==> config.mk <==
export PLATFORM = sky130hd
export DESIGN_NAME = inst_queue_param
export DESIGN_NICKNAME = d
export VERILOG_FILES = /design/src/rtl/inst_queue_param.sv
export SDC_FILE = /design/constraint.sdc
export NUM_CORES = 1
export LEC_CHECK = 0
export ABC_CLOCK_PERIOD_IN_PS = 13400
export CAP_MARGIN = 20
export CORE_UTILIZATION = 55
export CTS_BUF_LIST = sky130_fd_sc_hd__clkbuf_2 sky130_fd_sc_hd__clkbuf_4 sky130_fd_sc_hd__clkbuf_8
export DETAILED_ROUTE_END_ITERATION = 16
export PLACE_DENSITY = 0.74
export SYNTH_ARGS = -nofsm -noshare
export SYNTH_HDL_FRONTEND = slang
export SYNTH_SLANG_ARGS = --single-unit
==> constraint.sdc <==
create_clock -name clk -period 13.4 [get_ports clk]
set_input_delay 2.01 -clock clk [delete_from_list [all_inputs] [get_ports clk]]
set_output_delay 2.01 -clock clk [all_outputs]
set_load 0.05 [all_outputs]
==> src/rtl/inst_queue_param.sv <==
// Parametrised instruction queue between IFetch and issue: circular buffer of
// (pc, inst) pairs with combinational head view and a registered issue pulse.
module inst_queue_param #(
  parameter int DEPTH = 16,
  parameter int XLEN  = 32,
  parameter int SLACK = 2,
  parameter int CW    = $clog2(DEPTH) + 1
) (
  input  logic            clk,
  input  logic            rst,
  input  logic            rdy,
  input  logic            flush,
  input  logic            in_valid,
  input  logic [XLEN-1:0] in_inst,
  input  logic [XLEN-1:0] in_pc,
  output logic            almost_full,
  output logic            full,
  output logic            empty,
  output logic [CW-1:0]   count,
  output logic            overflow,
  output logic [XLEN-1:0] head_inst,
  output logic [XLEN-1:0] head_pc,
  input  logic            issue_en,
  input  logic            ops_ok,
  output logic            out_valid,
  output logic [XLEN-1:0] out_inst,
  output logic [XLEN-1:0] out_pc
);

  localparam int PW = $clog2(DEPTH);
  localparam logic [CW-1:0] CNT_FULL = CW'(DEPTH);
  localparam logic [CW-1:0] CNT_AF   = CW'(DEPTH - SLACK);

  logic [XLEN-1:0] ins_que [DEPTH];
  logic [XLEN-1:0] pc_que  [DEPTH];
  logic [PW-1:0]   head, tail;
  logic            do_deq, do_enq, drop;

  assign full        = (count == CNT_FULL);
  assign empty       = (count == '0);
  assign almost_full = (count >= CNT_AF);

  assign head_inst = ins_que[head];
  assign head_pc   = pc_que[head];

  // A full queue may still accept when the head leaves in the same cycle.
  assign do_deq = issue_en && ops_ok && !empty;
  assign do_enq = in_valid && (!full || do_deq);
  assign drop   = in_valid && full && !do_deq;

  always_ff @(posedge clk) begin
    if (rst) begin
      head      <= '0;
      tail      <= '0;
      count     <= '0;
      overflow  <= 1'b0;
      out_valid <= 1'b0;
      out_inst  <= '0;
      out_pc    <= '0;
    end else if (rdy) begin
      if (flush) begin
        head      <= '0;
        tail      <= '0;
        count     <= '0;
        out_valid <= 1'b0;
      end else begin
        out_valid <= do_deq;
        if (do_deq) begin
          out_inst <= head_inst;
          out_pc   <= head_pc;
          head     <= head + 1'b1;
        end
        if (do_enq)
          tail <= tail + 1'b1;
        if (do_enq && !do_deq)
          count <= count + 1'b1;
        else if (!do_enq && do_deq)
          count <= count - 1'b1;
        if (drop)
          overflow <= 1'b1;
      end
    end
  end

  // Storage is deliberately left uncleared by reset.
  always_ff @(posedge clk) begin
    if (!rst && rdy && !flush && do_enq) begin
      ins_que[tail] <= in_inst;
      pc_que[tail]  <= in_pc;
    end
  end

endmodule

======== After elaboration in Yosys (flattened, before gate mapping) ========
Memory sizes are Yosys's and may differ from the RTL's. A register that Yosys moved wholly into a read port is not among the register bits.
Index checks and enable logic that the tools add are counted.
cells by class
  shift-type cells ........................ 0
  div/mod/pow operators ................... 0
  $add $sub $neg .......................... 4
  multipliers ............................. 0
  reductions and logical operators ........ 26
  equal/unequal tests ..................... 1
  mux-type cells .......................... 14
  bitwise gates (word level) .............. 1
  order comparisons ....................... 1
operators with widths
  cell                   number
  $mux W4                8
  $mux W5                3
  $logic_and A1 B1 Y1    10
  $add A4 B1 Y4 const B  2
  $logic_not A1 Y1       6
  $reduce_and A2 Y1      3
  $reduce_and A3 Y1      2
  $add A5 B1 Y5 const B  1
  $eq A5 B5 Y1 const B   1
  $ge A5 B4 Y1 const B   1
  $logic_not A5 Y1       1
  $sub A5 B1 Y5 const B  1
  $reduce_bool A2 Y1     2
  $mux W1                3
  $reduce_bool A3 Y1     1
  $logic_or A1 B1 Y1     1
  $not A1 Y1             1
storage, ports and cells
  bits in read-only memories .............. 0
  RAM bits ................................ 1024
  latch bits .............................. 0
  bits in registers ....................... 79
  memories ................................ 2
memory list
  memory   words  bits a word  rd ports  clocked after Yosys merged registers in  write ports  RTL line  RTL
  ins_que  16     32           1         1                                        1            34        logic [XLEN-1:0] ins_que [DEPTH];
  pc_que   16     32           1         1                                        1            35        logic [XLEN-1:0] pc_que [DEPTH];

======== Logic depth before layout (Yosys ltp) ========
  word-level depth ........................ 10
  depth in mapped cells ................... 9

======== Worst setup path before layout ========
No wires, ideal clock.
  path kind ............................... input to register
  start ................................... in rdy
  end ..................................... mem ins_que[3][0] (enable)
  stages on the path ...................... 5
  path buffers ............................ 1
  required time ........................... 12.835 ns
  data arrival time ....................... 7.360 ns
  path slack .............................. 5.476 ns
  cell sequence ........................... clkbuf_1 nand3b_1 a311oi_1 nand2_1 nor3_1
on the way
  longest elaborated chain between the ends .. 5
ends and longest elaborated chain
  element                            RTL line  RTL
  from (decl)                        11        input logic rdy,
  $logic_and A1 B1 Y1 (3 in series)  87        if (!rst && rdy && !flush && do_enq) begin
  $mux W1                            87
  $mux W1 (not written as such)      88        ins_que[tail] <= in_inst;
  to (decl)                          34
Every way passes these cells.

==> run metrics <==
Net Sw Power=1.46 mW; CTS tree=built; Worst path max stage delay=920 ps; Peak supply drop=0.000102 V; WL met1=41500 um; Final min period=7350 ps; first-pass GRT wire length=151000 um; Pre-Repair DR Iteration Count=7; HP Start=out_inst[1]; final instance area=50500 um^2; Die Y=284 um; final core utilization=~65%; worst path cell trace=buf_4 > buf_4 > mux2_2 > o22ai_1 > nand3b_1 > mux2i_1 > clkdlybuf4s50_1; CTS clk-pin slew, worst paths=60 ps; Slew Viols, Final=0; Yosys cell types=54; fillers=5257; Ys Warns=0; pin count of the biggest net entering global routing=164; gr ovfl total=0; number of port buffers=208; Worst Path Max Fanout=64; Hold Crit Class=register to register; pre-CTS WS=6890 ps; outcome=complete, no violations; Slew HR=24.3%; CTS Buf Count=173; leakage power=around 16 nW; post-route non-filler standard cell count=3828; Die Area=80500 um^2; post-CTS setup repair buffer count=0; Most Frequent Cell on Critical Path=buf_4; share of layout cells above drive strength 1=22.4%; die width=284 um; Startpoint Class=register; CP Class=register to primary output; Max Cap Viol=0; syn_nets=2419; Clock Skew=43.5 ps; routed wire length per instance=~27 um; WL met2=51600 um; CP max-delay cell=clkdlybuf4s50_1; clock network fraction of design power=41.9%; DR iter-0 viols=2059; Data required, critical path=11390 ps; Rows=just over 100; Main synth FF type=edfxtp_1; Critical R2R Launch=count[1]; Final HPWL DP=between 50000 and 60000 um; post-cts resize count=0; Seq pwr share=54.9%; Syn Area/Cell=18.7 um^2; sw frac=a little over a fifth; Pwr Density=137 nW/um^2; Global Route Usage Sum=approximately a quarter; Core ar.=78000 um^2; DR vias/cell=6.03; Post-Route WL=102000 um; clk buf depth=3; CP arrival=between 5000 and 6000 ps; R2R Setup Slk=9560 ps; number of global-route vias before repair=~24k; cts hold-fix bufs=0; met3 routed WL=6020 um; RSZ-0062 raised after global routing=no; Final WS setup=6050 ps; Layout area overhead=15.8%; FMAX=136 MHz; period utilization=54.9%; crit end category=primary output; internal power=around 5.4 mW; antenna-violating nets left=0; final hold violations=0; H-tree Lvls=4; most frequent cells in the layout=edfxtp_1 (1024), mux2i_1 (258), clkdlybuf4s50_1 (208); sequential area share after synthesis=74.3%; Area after DPL=46900 um^2; Synth Cell Area=43600 um^2; GPL Wtd Cong=0.758; DRC=0; DR vias=between 20k and 25k; Worst-Skew Late Latency=830 ps; initial antenna violation count=5; Inst Count DP=roughly 3.5k; Clock Tree Root=clkbuf_8; power consumption=6.90 mW; io pins=approximately 210; commonest non-fill, non-tap cell in the layout=edfxtp_1; Post-synth EDFFs=1024; Yosys reg bits=1107; Top Metal Used=met5; hold slack=approximately 460 ps; Starting Density=56.0%; gate count after technology mapping=2338; nets=2716; Setup Total Neg Slack=0 ps; Final setup viols=0; Comb pwr share=3.1%; Sinks on Clock Net=1107; async set-reset flop share out of synthesis=0%; measured slew at the worst slew-check pin=1130 ps
## cell type report
type                    instances  area, um^2  area share, %
diodes                          5        12.5         0.0248
clock buffers                 267        3190           6.32
clock inverters                56         410          0.812
inverters                       7        26.3         0.0520
multi-input cells            1097       10700           21.3
flip-flops and latches       1107       32400           64.2
well taps                    1040        1300           2.58
repair buffers                249        2400           4.76
## synth_stat cells (all sizes together) (3+ instances only)
cell	number	area (um^2)
nor2	89	337
clkbuf	60	225
nand2	145	544
dfxtp	83	1660
a21oi	12	63.8
buf	67	370
o21ai	9	45.0
a211o	65	569
nand3b	66	495
nor4bb	64	641
or3	3	18.8
or4	4	30.0
inv	7	26.3
nor2b	4	25.0
o2111ai	3	61.3
mux2i	258	2580
nor3	7	35.0
ha	9	113
nand3	6	30.0
edfxtp	1024	30700
mux4	128	2880
o22ai	64	400
nand2b	5	31.3
mux2	129	1450
## kinds of logic after synthesis
group | share of synthesized area [%]
xor gates and xnor gates | 0.0401
buffers and inverters | 1.42
muxes | 15.9
AOI/OAI and AO/OA | 2.88
and+or+nand+nor | 5.23
adders and majority gates | 0.304
DFF | 74.3
## per-layer routing
layer	vias to the layer above	GRT usage [%]
li1	10044	-
met1	11959	33.9
met2	889	42.3
met3	191	4.56
met4	2	9.41
met5	-	0
## state kept, by name, summed over array words and instances (netlist names), named ones only
name       count
count          5
head           4
ins_que      512
out_inst      32
out_pc        32
out_valid      1
overflow       1
pc_que       512
tail           4
## critical path, delay by kind of cell (launching register included)
| family | cells | cell delay [ps] |
|---|---|---|
| AOI/OAI and AO/OA | 1 | 90 |
| buffers and inverters | 3 | 2560 |
| DFF | 1 | 810 |
| muxes | 2 | 800 |
| and+or+nand+nor | 1 | 220 |
## path summary, 6_finish.rpt
kind | endpoint | cells after the start
hold / removal | out_inst[1] | 1
setup reg to reg | ins_que[12][5] | 5
setup / recovery | head_inst[3] | 7
hold reg to reg | out_inst[1] | 1
## power groups by stage
stage	Combinational, mW	Clock (mW)	Sequential (mW)
after floorplan	0.0920	0	3.88
after global placement	0.207	0	3.86
after detailed placement	0.215	0	3.86
after CTS	0.215	2.94	3.79
after global routing	0.228	3.09	3.79
final	0.215	2.89	3.79
Note: power is estimated with default switching activity, not from simulation.
